**config.mk**
```make
export PLATFORM = sky130hd
export DESIGN_NAME = ls_port_arbiter_flat
export DESIGN_NICKNAME = d
export VERILOG_FILES = /design/src/rtl/ls_port_if.sv /design/src/rtl/ls_port_arbiter.sv /design/src/flat_wrapper.sv
export SDC_FILE = /design/constraint.sdc
export NUM_CORES = 1
export LEC_CHECK = 0
export BUFFER_PORTS_ARGS = -buffer_cell sky130_fd_sc_hd__buf_2
export CAP_MARGIN = 20
export CORE_MARGIN = 1
export CORE_UTILIZATION = 45
export CTS_CLUSTER_SIZE = 30
export DETAILED_ROUTE_END_ITERATION = 8
export PLACE_DENSITY_LB_ADDON = 0.15
export SETUP_SLACK_MARGIN = 0.4
export SLEW_MARGIN = 20
export SYNTH_ARGS = -nofsm -noshare
export SYNTH_HDL_FRONTEND = slang
export SYNTH_SLANG_ARGS = --single-unit
```
**constraint.sdc**
```tcl
create_clock -name clk -period 2.2 [get_ports clk]
set_input_delay 0.33 -clock clk [delete_from_list [all_inputs] [get_ports clk]]
set_output_delay 0.33 -clock clk [all_outputs]
set_load 0.005 [all_outputs]
```
**src/rtl/ls_port_if.sv**
```systemverilog
// Local-store port bundle: three requesters (DMA, LSU, IF) on one side, the
// sequenced LS access stream and per-requester grant pulses on the other.
interface ls_port_if #(
  parameter int ADDR_W = 14
);
  // Handshake: a requester holds req (with addr/we stable) until its 1-cycle
  // gnt pulse, which marks the first beat; req seen during the gnt cycle is
  // not a new request, re-requests count from the following cycle on.
  logic              dma_req;
  logic              dma_we;
  logic [ADDR_W-1:0] dma_addr;
  logic              dma_gnt;
  logic              lsu_req;
  logic              lsu_we;
  logic [ADDR_W-1:0] lsu_addr;
  logic              lsu_gnt;
  logic              if_req;
  logic [ADDR_W-1:0] if_addr;
  logic              if_gnt;
  logic              if_done;
  logic              ls_en;
  logic              ls_we;
  logic [ADDR_W-1:0] ls_addr;
  logic [1:0]        ls_src;
  logic              arb_state;

  modport master (
    output dma_req, dma_we, dma_addr, lsu_req, lsu_we, lsu_addr, if_req, if_addr,
    input  dma_gnt, lsu_gnt, if_gnt, if_done, ls_en, ls_we, ls_addr, ls_src, arb_state
  );

  modport slave (
    input  dma_req, dma_we, dma_addr, lsu_req, lsu_we, lsu_addr, if_req, if_addr,
    output dma_gnt, lsu_gnt, if_gnt, if_done, ls_en, ls_we, ls_addr, ls_src, arb_state
  );
endinterface

```
**src/rtl/ls_port_arbiter.sv**
```systemverilog
// Single-port local-store sequencer: DMA > LSU > IF, non-preemptible bursts.
// Optional IF anti-starvation guard enabled by defining LS_ARB_STARVE_EN.
module ls_port_arbiter #(
  parameter int ADDR_W     = 14,
  parameter int DMA_BEATS  = 8,
  parameter int IF_BEATS   = 4,
  parameter int STARVE_MAX = 16
) (
  input logic     clk,
  input logic     reset,
  ls_port_if.slave bus
);

  localparam int MAX_BEATS = (DMA_BEATS > IF_BEATS) ? DMA_BEATS : IF_BEATS;
  localparam int CNT_W     = $clog2(MAX_BEATS + 1);

  localparam logic [1:0] SRC_NONE = 2'b00;
  localparam logic [1:0] SRC_DMA  = 2'b01;
  localparam logic [1:0] SRC_LSU  = 2'b10;
  localparam logic [1:0] SRC_IF   = 2'b11;

  typedef enum logic {S_IDLE, S_BURST} state_t;

  state_t            state;
  logic [CNT_W-1:0]  beats_left;
  logic              arb_point;
  logic              dma_ok, lsu_ok, if_ok, if_force;
  logic [1:0]        win_src;
  logic [ADDR_W-1:0] win_addr;
  logic              win_we;
  logic [CNT_W-1:0]  win_left;

  assign bus.arb_state = state;

  // A requester whose gnt is on the bus right now is already being served.
  assign dma_ok = bus.dma_req && !bus.dma_gnt;
  assign lsu_ok = bus.lsu_req && !bus.lsu_gnt;
  assign if_ok  = bus.if_req  && !bus.if_gnt;

`ifdef LS_ARB_STARVE_EN
  localparam int ST_W = $clog2(STARVE_MAX + 1);
  logic [ST_W-1:0] starve_cnt;

  always_ff @(posedge clk) begin
    if (reset || !bus.if_req || bus.if_gnt) begin
      starve_cnt <= '0;
    end else if (starve_cnt != ST_W'(STARVE_MAX)) begin
      starve_cnt <= starve_cnt + ST_W'(1);
    end
  end

  assign if_force = if_ok && (starve_cnt == ST_W'(STARVE_MAX));
`else
  assign if_force = 1'b0;
`endif

  always_comb begin
    arb_point = (state == S_IDLE) || (beats_left == '0);
    win_src   = SRC_NONE;
    win_addr  = '0;
    win_we    = 1'b0;
    win_left  = '0;
    if (if_force) begin
      win_src  = SRC_IF;
      win_addr = bus.if_addr;
      win_left = CNT_W'(IF_BEATS - 1);
    end else if (dma_ok) begin
      win_src  = SRC_DMA;
      win_addr = bus.dma_addr;
      win_we   = bus.dma_we;
      win_left = CNT_W'(DMA_BEATS - 1);
    end else if (lsu_ok) begin
      win_src  = SRC_LSU;
      win_addr = bus.lsu_addr;
      win_we   = bus.lsu_we;
    end else if (if_ok) begin
      win_src  = SRC_IF;
      win_addr = bus.if_addr;
      win_left = CNT_W'(IF_BEATS - 1);
    end
  end

  always_ff @(posedge clk) begin
    if (reset) begin
      state       <= S_IDLE;
      beats_left  <= '0;
      bus.ls_en   <= 1'b0;
      bus.ls_we   <= 1'b0;
      bus.ls_addr <= '0;
      bus.ls_src  <= SRC_NONE;
      bus.dma_gnt <= 1'b0;
      bus.lsu_gnt <= 1'b0;
      bus.if_gnt  <= 1'b0;
      bus.if_done <= 1'b0;
    end else begin
      bus.dma_gnt <= 1'b0;
      bus.lsu_gnt <= 1'b0;
      bus.if_gnt  <= 1'b0;
      bus.if_done <= 1'b0;
      if (arb_point) begin
        if (win_src != SRC_NONE) begin
          state       <= S_BURST;
          beats_left  <= win_left;
          bus.ls_en   <= 1'b1;
          bus.ls_we   <= win_we;
          bus.ls_addr <= win_addr;
          bus.ls_src  <= win_src;
          bus.dma_gnt <= (win_src == SRC_DMA);
          bus.lsu_gnt <= (win_src == SRC_LSU);
          bus.if_gnt  <= (win_src == SRC_IF);
          bus.if_done <= (win_src == SRC_IF) && (win_left == '0);
        end else begin
          state       <= S_IDLE;
          beats_left  <= '0;
          bus.ls_en   <= 1'b0;
          bus.ls_we   <= 1'b0;
          bus.ls_addr <= '0;
          bus.ls_src  <= SRC_NONE;
        end
      end else begin
        // Mid-burst: address wraps naturally at ADDR_W bits.
        beats_left  <= beats_left - CNT_W'(1);
        bus.ls_addr <= bus.ls_addr + ADDR_W'(1);
        bus.if_done <= (bus.ls_src == SRC_IF) && (beats_left == CNT_W'(1));
      end
    end
  end

endmodule

```
**src/flat_wrapper.sv**
```systemverilog
// flat-port wrapper written by rule: the top's interface ports become plain ports
module ls_port_arbiter_flat 
#(
  parameter int ADDR_W     = 14,
  parameter int DMA_BEATS  = 8,
  parameter int IF_BEATS   = 4,
  parameter int STARVE_MAX = 16
)
  (clk, reset, bus_dma_req, bus_dma_we, bus_dma_addr, bus_lsu_req, bus_lsu_we, bus_lsu_addr, bus_if_req, bus_if_addr, bus_dma_gnt, bus_lsu_gnt, bus_if_gnt, bus_if_done, bus_ls_en, bus_ls_we, bus_ls_addr, bus_ls_src, bus_arb_state);
  ls_port_if #(.ADDR_W(ADDR_W)) bus_i ();
  input logic clk;
  input logic reset;
  input wire logic [$bits(bus_i.dma_req)-1:0] bus_dma_req;
  input wire logic [$bits(bus_i.dma_we)-1:0] bus_dma_we;
  input wire logic [$bits(bus_i.dma_addr)-1:0] bus_dma_addr;
  input wire logic [$bits(bus_i.lsu_req)-1:0] bus_lsu_req;
  input wire logic [$bits(bus_i.lsu_we)-1:0] bus_lsu_we;
  input wire logic [$bits(bus_i.lsu_addr)-1:0] bus_lsu_addr;
  input wire logic [$bits(bus_i.if_req)-1:0] bus_if_req;
  input wire logic [$bits(bus_i.if_addr)-1:0] bus_if_addr;
  output wire logic [$bits(bus_i.dma_gnt)-1:0] bus_dma_gnt;
  output wire logic [$bits(bus_i.lsu_gnt)-1:0] bus_lsu_gnt;
  output wire logic [$bits(bus_i.if_gnt)-1:0] bus_if_gnt;
  output wire logic [$bits(bus_i.if_done)-1:0] bus_if_done;
  output wire logic [$bits(bus_i.ls_en)-1:0] bus_ls_en;
  output wire logic [$bits(bus_i.ls_we)-1:0] bus_ls_we;
  output wire logic [$bits(bus_i.ls_addr)-1:0] bus_ls_addr;
  output wire logic [$bits(bus_i.ls_src)-1:0] bus_ls_src;
  output wire logic [$bits(bus_i.arb_state)-1:0] bus_arb_state;
  assign bus_i.dma_req = bus_dma_req;
  assign bus_i.dma_we = bus_dma_we;
  assign bus_i.dma_addr = bus_dma_addr;
  assign bus_i.lsu_req = bus_lsu_req;
  assign bus_i.lsu_we = bus_lsu_we;
  assign bus_i.lsu_addr = bus_lsu_addr;
  assign bus_i.if_req = bus_if_req;
  assign bus_i.if_addr = bus_if_addr;
  assign bus_dma_gnt = bus_i.dma_gnt;
  assign bus_lsu_gnt = bus_i.lsu_gnt;
  assign bus_if_gnt = bus_i.if_gnt;
  assign bus_if_done = bus_i.if_done;
  assign bus_ls_en = bus_i.ls_en;
  assign bus_ls_we = bus_i.ls_we;
  assign bus_ls_addr = bus_i.ls_addr;
  assign bus_ls_src = bus_i.ls_src;
  assign bus_arb_state = bus_i.arb_state;
  ls_port_arbiter #(.ADDR_W(ADDR_W), .DMA_BEATS(DMA_BEATS), .IF_BEATS(IF_BEATS), .STARVE_MAX(STARVE_MAX)) u_core (.clk(clk), .reset(reset), .bus(bus_i));
endmodule
```
Word-level counts from Yosys, hierarchy flattened

Cells that the tools add are included.

Register bits after elaboration: 26
Output and inout bits: 23
Word-level logic and storage cells: 52

Add/subtract/negate cells: 2
Equal/unequal tests: 5
Mux-type cells: 20
Bitwise operators: 3
Reductions and logical operators: 13

Operator list:

| operator              | number |
|---|---|
| $mux 14               | 5 |
| $mux 4                | 4 |
| $add 14x1->14 const B | 1 |
| $mux 2                | 5 |
| $logic_not 4->1       | 2 |
| $eq 2x2->1 const B    | 3 |
| $mux 1                | 6 |
| $logic_and 1x1->1     | 5 |
| $eq 4x1->1 const B    | 1 |
| $sub 4x1->4 const B   | 1 |
| $logic_not 1->1       | 3 |
| $not 1->1             | 3 |
| $reduce_or 3->1       | 1 |
| $eq 2x1->1 const B    | 1 |
| $reduce_bool 2->1     | 1 |
| $logic_or 1x1->1      | 1 |

Depth between registers and ports, before layout

Word-level depth: 9
Mapped depth: 8
Gate-level depth less buffers: 6

Least setup slack after synthesis

Ideal clock, no wire load.

Kind: register to register
From: register u_core.beats_left[0]
To: register u_core.bus.ls_src[0]
Setup time: 0.125 ns
Arrival time: 1.559 ns
Data required time: 2.075 ns
Slack: 0.516 ns
Stages on the path, launching flop included: 8
Buffers on the path: 1
Period minus slack after synthesis: 1.684 ns
Cell sequence: dfxtp_1 -> inv_1 -> ha_1 -> or3b_4 -> and2_1 -> buf_2 -> o31ai_2 -> nor2_1

Cells in the longest elaborated chain, start to end: 2

RTL lines:

| item                   | line                   | source |
|---|---|---|
| start, declared        | ls_port_arbiter.sv:25  | `logic [CNT_W-1:0] beats_left;` |
| start signal, assigned | ls_port_arbiter.sv:103 | `beats_left <= win_left;` |
| start signal, assigned | ls_port_arbiter.sv:122 | `beats_left <= beats_left - CNT_W'(1);` |
| $logic_not 4->1        | ls_port_arbiter.sv:58  | `arb_point = (state == S_IDLE) \|\| (beats_left == '0);` |
| $logic_or 1x1->1       | ls_port_arbiter.sv:58  |  |
| end signal, assigned   | ls_port_arbiter.sv:107 | `bus.ls_src <= win_src;` |
| end, declared          | ls_port_if.sv:34       | `output dma_gnt, lsu_gnt, if_gnt, if_done, ls_en, ls_we, ls_addr, ls_src, arb_state` |

No other way between the ends.
A chain may end at the register's enable or synchronous reset.

Worst setup path in the final report

From: register u_core.beats_left[1]
To: register u_core.bus.ls_addr[11]

Cells in the longest elaborated chain, start to end: 3

RTL lines:

| item                 | line                   | source |
|---|---|---|
| $logic_not 4->1      | ls_port_arbiter.sv:58  |  |
| $logic_or 1x1->1     | ls_port_arbiter.sv:58  |  |
| $mux 14              | ls_port_arbiter.sv:100 | `if (arb_point) begin` |
| end signal, assigned | ls_port_arbiter.sv:106 | `bus.ls_addr <= win_addr;` |
| end signal, assigned | ls_port_arbiter.sv:123 | `bus.ls_addr <= bus.ls_addr + ADDR_W'(1);` |
| end, declared        | ls_port_if.sv:34       |  |

No other way between the ends.

==> tab_implementation.tex <==
\begin{tabular}{lr}
\hline
Metric & Value \\
\hline
\multicolumn{2}{l}{\textbf{Status}} \\
Status & completed \\
\multicolumn{2}{l}{\textbf{Power and ir drop}} \\
Worst ir drop on vdd & 0.437 mV \\
Tot Pwr & 1.65 mW \\
Leakage dissipation & 0.869 nW \\
Power density of the placed cells & 818 nW/um\^{}2 \\
\multicolumn{2}{l}{\textbf{GRT}} \\
Total GRT Usage & 0.239 \\
Maximum number of pins on one net before global-route repair & 21 \\
Number of antenna violations at the first check in global routing & 0 \\
Global-route wire length before repair & 6380 um \\
Via count of the first global-routing pass & 1433 \\
Congestion Overflow GR & 0 \\
\multicolumn{2}{l}{\textbf{Detailed routing}} \\
Average detailed-routed wire length per instance & 15.3 um \\
First-pass iteration count of the detailed router & 4 \\
Final routed wirelength across all metal layers & 4160 um \\
Number of design-rule violations left by the first detailed-router iteration & 100 \\
Total number of vias & 1583 \\
Number of nets still failing antenna checks after routing & 0 \\
DR vias/cell & 5.82 \\
Remaining design rule violation count & 0 \\
\multicolumn{2}{l}{\textbf{Synthesis}} \\
Fraction of the mapped netlist area in compound gates & 0.271 \\
Post-synthesis average cell area & 9.45 sq um \\
Adder and majority cell fraction of the synthesized area & 0.0258 \\
Sequential-to-total area share from yosys stat & 0.358 \\
Fraction of synthesized area in multiplexers & 0 \\
Simple-gate share of the synthesized area & 0.203 \\
Main combinational cell family by area after synthesis & compound AO/OA/AOI/OAI gates \\
Largest cells by area after synthesis & dfxtp\_1, o32ai\_2, a221oi\_1, nor2\_1, xnor2\_1 \\
Count of cell types in the netlist & 32 \\
Warnings from Yosys & 0 \\
Post-synthesis sequential element count & 26 \\
Parity-gate share of the synthesized area counting xor and xnor cells & 0.0843 \\
Mapped Cells & 154 \\
Library cell occupying the most area in the post-synthesis netlist & dfxtp\_1 \\
Area share of the leading cell type in the synthesized netlist & 0.358 \\
Post-Syn Nets & 206 \\
Cell area after synthesis & 1460 sq um \\
\multicolumn{2}{l}{\textbf{Floorplanning}} \\
Placeable core area & 3050 sq um \\
Initial core utilization & 0.477 \\
Die Span X & 58.9 um \\
Ports placed on the boundary & 72 \\
Die height & 58.9 um \\
Die area & 3470 sq um \\
Std-Cell Rows & 20 \\
\multicolumn{2}{l}{\textbf{STA}} \\
Final-report max-slew violation count & 0 \\
Final-layout setup total negative slack & 0 ns \\
Final cycle utilization of the critical path & 0.802 \\
Setup clock skew after layout & 0.00688 ns \\
Worst relative slew slack & 0.439 \\
Setup repair after global routing missed its margin & yes \\
Final Hold Vio Count & 0 \\
Slew at the pin with the worst max-slew slack & 0.841 ns \\
Max Freq & 567 MHz \\
Clock period minus final worst setup slack & 1.76 ns \\
Count of final setup violators & 0 \\
\multicolumn{2}{l}{\textbf{Placement}} \\
RePlAce Congestion & 0.810 \\
Number of buffers inserted by port buffering & 71 \\
Half-perimeter wire length of the detailed placement result & 2810 um \\
\multicolumn{2}{l}{\textbf{Run}} \\
Max Cap Viol & 0 \\
\multicolumn{2}{l}{\textbf{Clock tree}} \\
Cell at the root of the clock tree & clkbuf\_4 \\
H-tree levels & 1 \\
CTS tree & built \\
Worst-path clk slew & 0.15 ns \\
CTS Buf Count & 3 \\
Clock latency of the later-clocked register in the worst-skew pair & 0.33 ns \\
Sink Count & 26 \\
Max clock buf depth & 2 \\
\multicolumn{2}{l}{\textbf{Setup path}} \\
Maximum net fanout on the critical path & 7 \\
Launch point of the worst path & u\_core.beats\_left[1] \\
Kind of cell adding the most delay to the critical path & compound AO/OA/AOI/OAI gates \\
Required time of the critical path & 2.45 ns \\
Crit start category & register \\
Sequence of cells on the critical path & inv\_2 -> ha\_4 -> or3b\_4 -> a21oi\_4 -> o31ai\_4 -> buf\_6 -> o32ai\_2 \\
Endpoint type of the worst setup path & register \\
WP buf/inv & 2 \\
Longest individual stage delay on the worst path & 0.40 ns \\
Signal arrival time at the worst endpoint & 2.02 ns \\
Worst path slowest cell & or3b\_4 \\
Reg-to-Reg Start & u\_core.beats\_left[1] \\
Type of the worst setup path & register to register \\
\multicolumn{2}{l}{\textbf{Finish}} \\
Inserted Diodes & 0 \\
Number of nets in the layout & 281 \\
Leading cell type in the layout, fill and taps excluded & buf\_2 \\
Layout cells sized above 1 & 0.478 \\
Synth-to-Final Area Change & 38.4\% \\
Highest-count cells in the layout ignoring fill and taps & buf\_2, dfxtp\_1, nor2\_1, a221oi\_1 \\
\multicolumn{2}{l}{\textbf{Hold path}} \\
Type of the worst min-delay path & primary input to register \\
Worst Min Path Start & reset \\
\hline
\end{tabular}
Yosys cell counts, drive strengths merged:
library cell  instances
nor2                 20
or3b                  1
a311oi                1
xor2                  7
o31ai                 2
a21oi                 4
o211ai                1
dfxtp                26
clkbuf                4
and4                  1
nand2b                1
inv                   4
nand4                 6
xnor2                 7
and3                  4
nand3                 6
o32ai                14
ha                    3
nor4                  3
nand2                 9
nor2b                 4
and2                  1
buf                   8
a221oi               15
nor3                  2
state kept, by name (all words and copies together), names as in the netlist:
name                cells
u_core.bus.ls_addr     14
u_core.beats_left       4
u_core.bus.ls_src       2
u_core.bus.dma_gnt      1
u_core.bus.if_done      1
u_core.bus.if_gnt       1
u_core.bus.ls_en        1
u_core.bus.ls_we        1
u_core.bus.lsu_gnt      1
cell type report:
type / count / area, sq um
Clock buffer: 3 / 22.5
Clock inverter: 1 / 30.0
Fill cell: 283 / 1040
Inverter: 4 / 15.0
Multi-Input combinational cell: 112 / 916
Sequential cell: 26 / 523
Tap cell: 44 / 55.1
Timing Repair Buffer: 82 / 453
per-stage QoR:
stage,hold WS [ns],instances,worst slack [ns],utilization,area (sq um)
final,0.235,272,0.436,0.660,2010
after global routing,0.226,272,0.390,0.660,2010
after CTS,0.231,268,0.391,0.627,1910
after detailed placement,0.461,261,0.304,0.598,1830
after global placement,0.456,261,0.364,0.598,1830
after floorplan,0.399,154,0.516,-,1460
repair_timing:
| item | CTS | global route |
|---|---|---|
| gates resized for setup | 3 | 14 |
| buffers inserted | 3 | 4 |
| cloned | 0 | 0 |
| hold buffers | 0 | 0 |
| endpoints found under the setup margin | 6 | 19 |
| pin swaps | 1 | 11 |
logic make-up (layout without fill, tap and decap cells):
kind of cell,count (synthesis),count (layout)
AO/OA/AOI/OAI,37,37
XOR/XNOR,14,14
adder cells (fa/ha/maj),3,3
buffers and inverters,16,90
flip-flops,26,26
AND/OR/NAND/NOR,58,58
routing by layer:
metal / GRT usage / share of wire
met1: 0.297 / 0.44
met2: 0.412 / 0.50
met3: 0.0527 / 0.054
met4: 0.0714 / 0.0041
met5: 0 / 0
report_power, final:
group | total, mW | leakage (nW) | switching (mW) | internal [mW]
Combinational | 0.638 | 0.626 | 0.314 | 0.324
Clock | 0.331 | 0.0279 | 0.147 | 0.184
Sequential | 0.678 | 0.215 | 0.114 | 0.564
final timing paths:
kind                                               end  slack (ns)  cells past startpoint
worst max-delay path            u_core.bus.ls_addr[11]        0.44                      7
worst min-delay path              u_core.bus.ls_src[1]        0.24                      2
worst max register to register  u_core.bus.ls_addr[11]        0.44                      7
worst min register to register    u_core.beats_left[0]        0.47                      1
worst reg2reg max path, cell delays in order, from the launching register on:
cell and delay [ns]:
dfxtp_2 0.35, inv_2 0.08, ha_4 0.13, or3b_4 0.40
a21oi_4 0.19, o31ai_4 0.12, buf_6 0.17, o32ai_2 0.25
(Power assumes the default switching activity.)
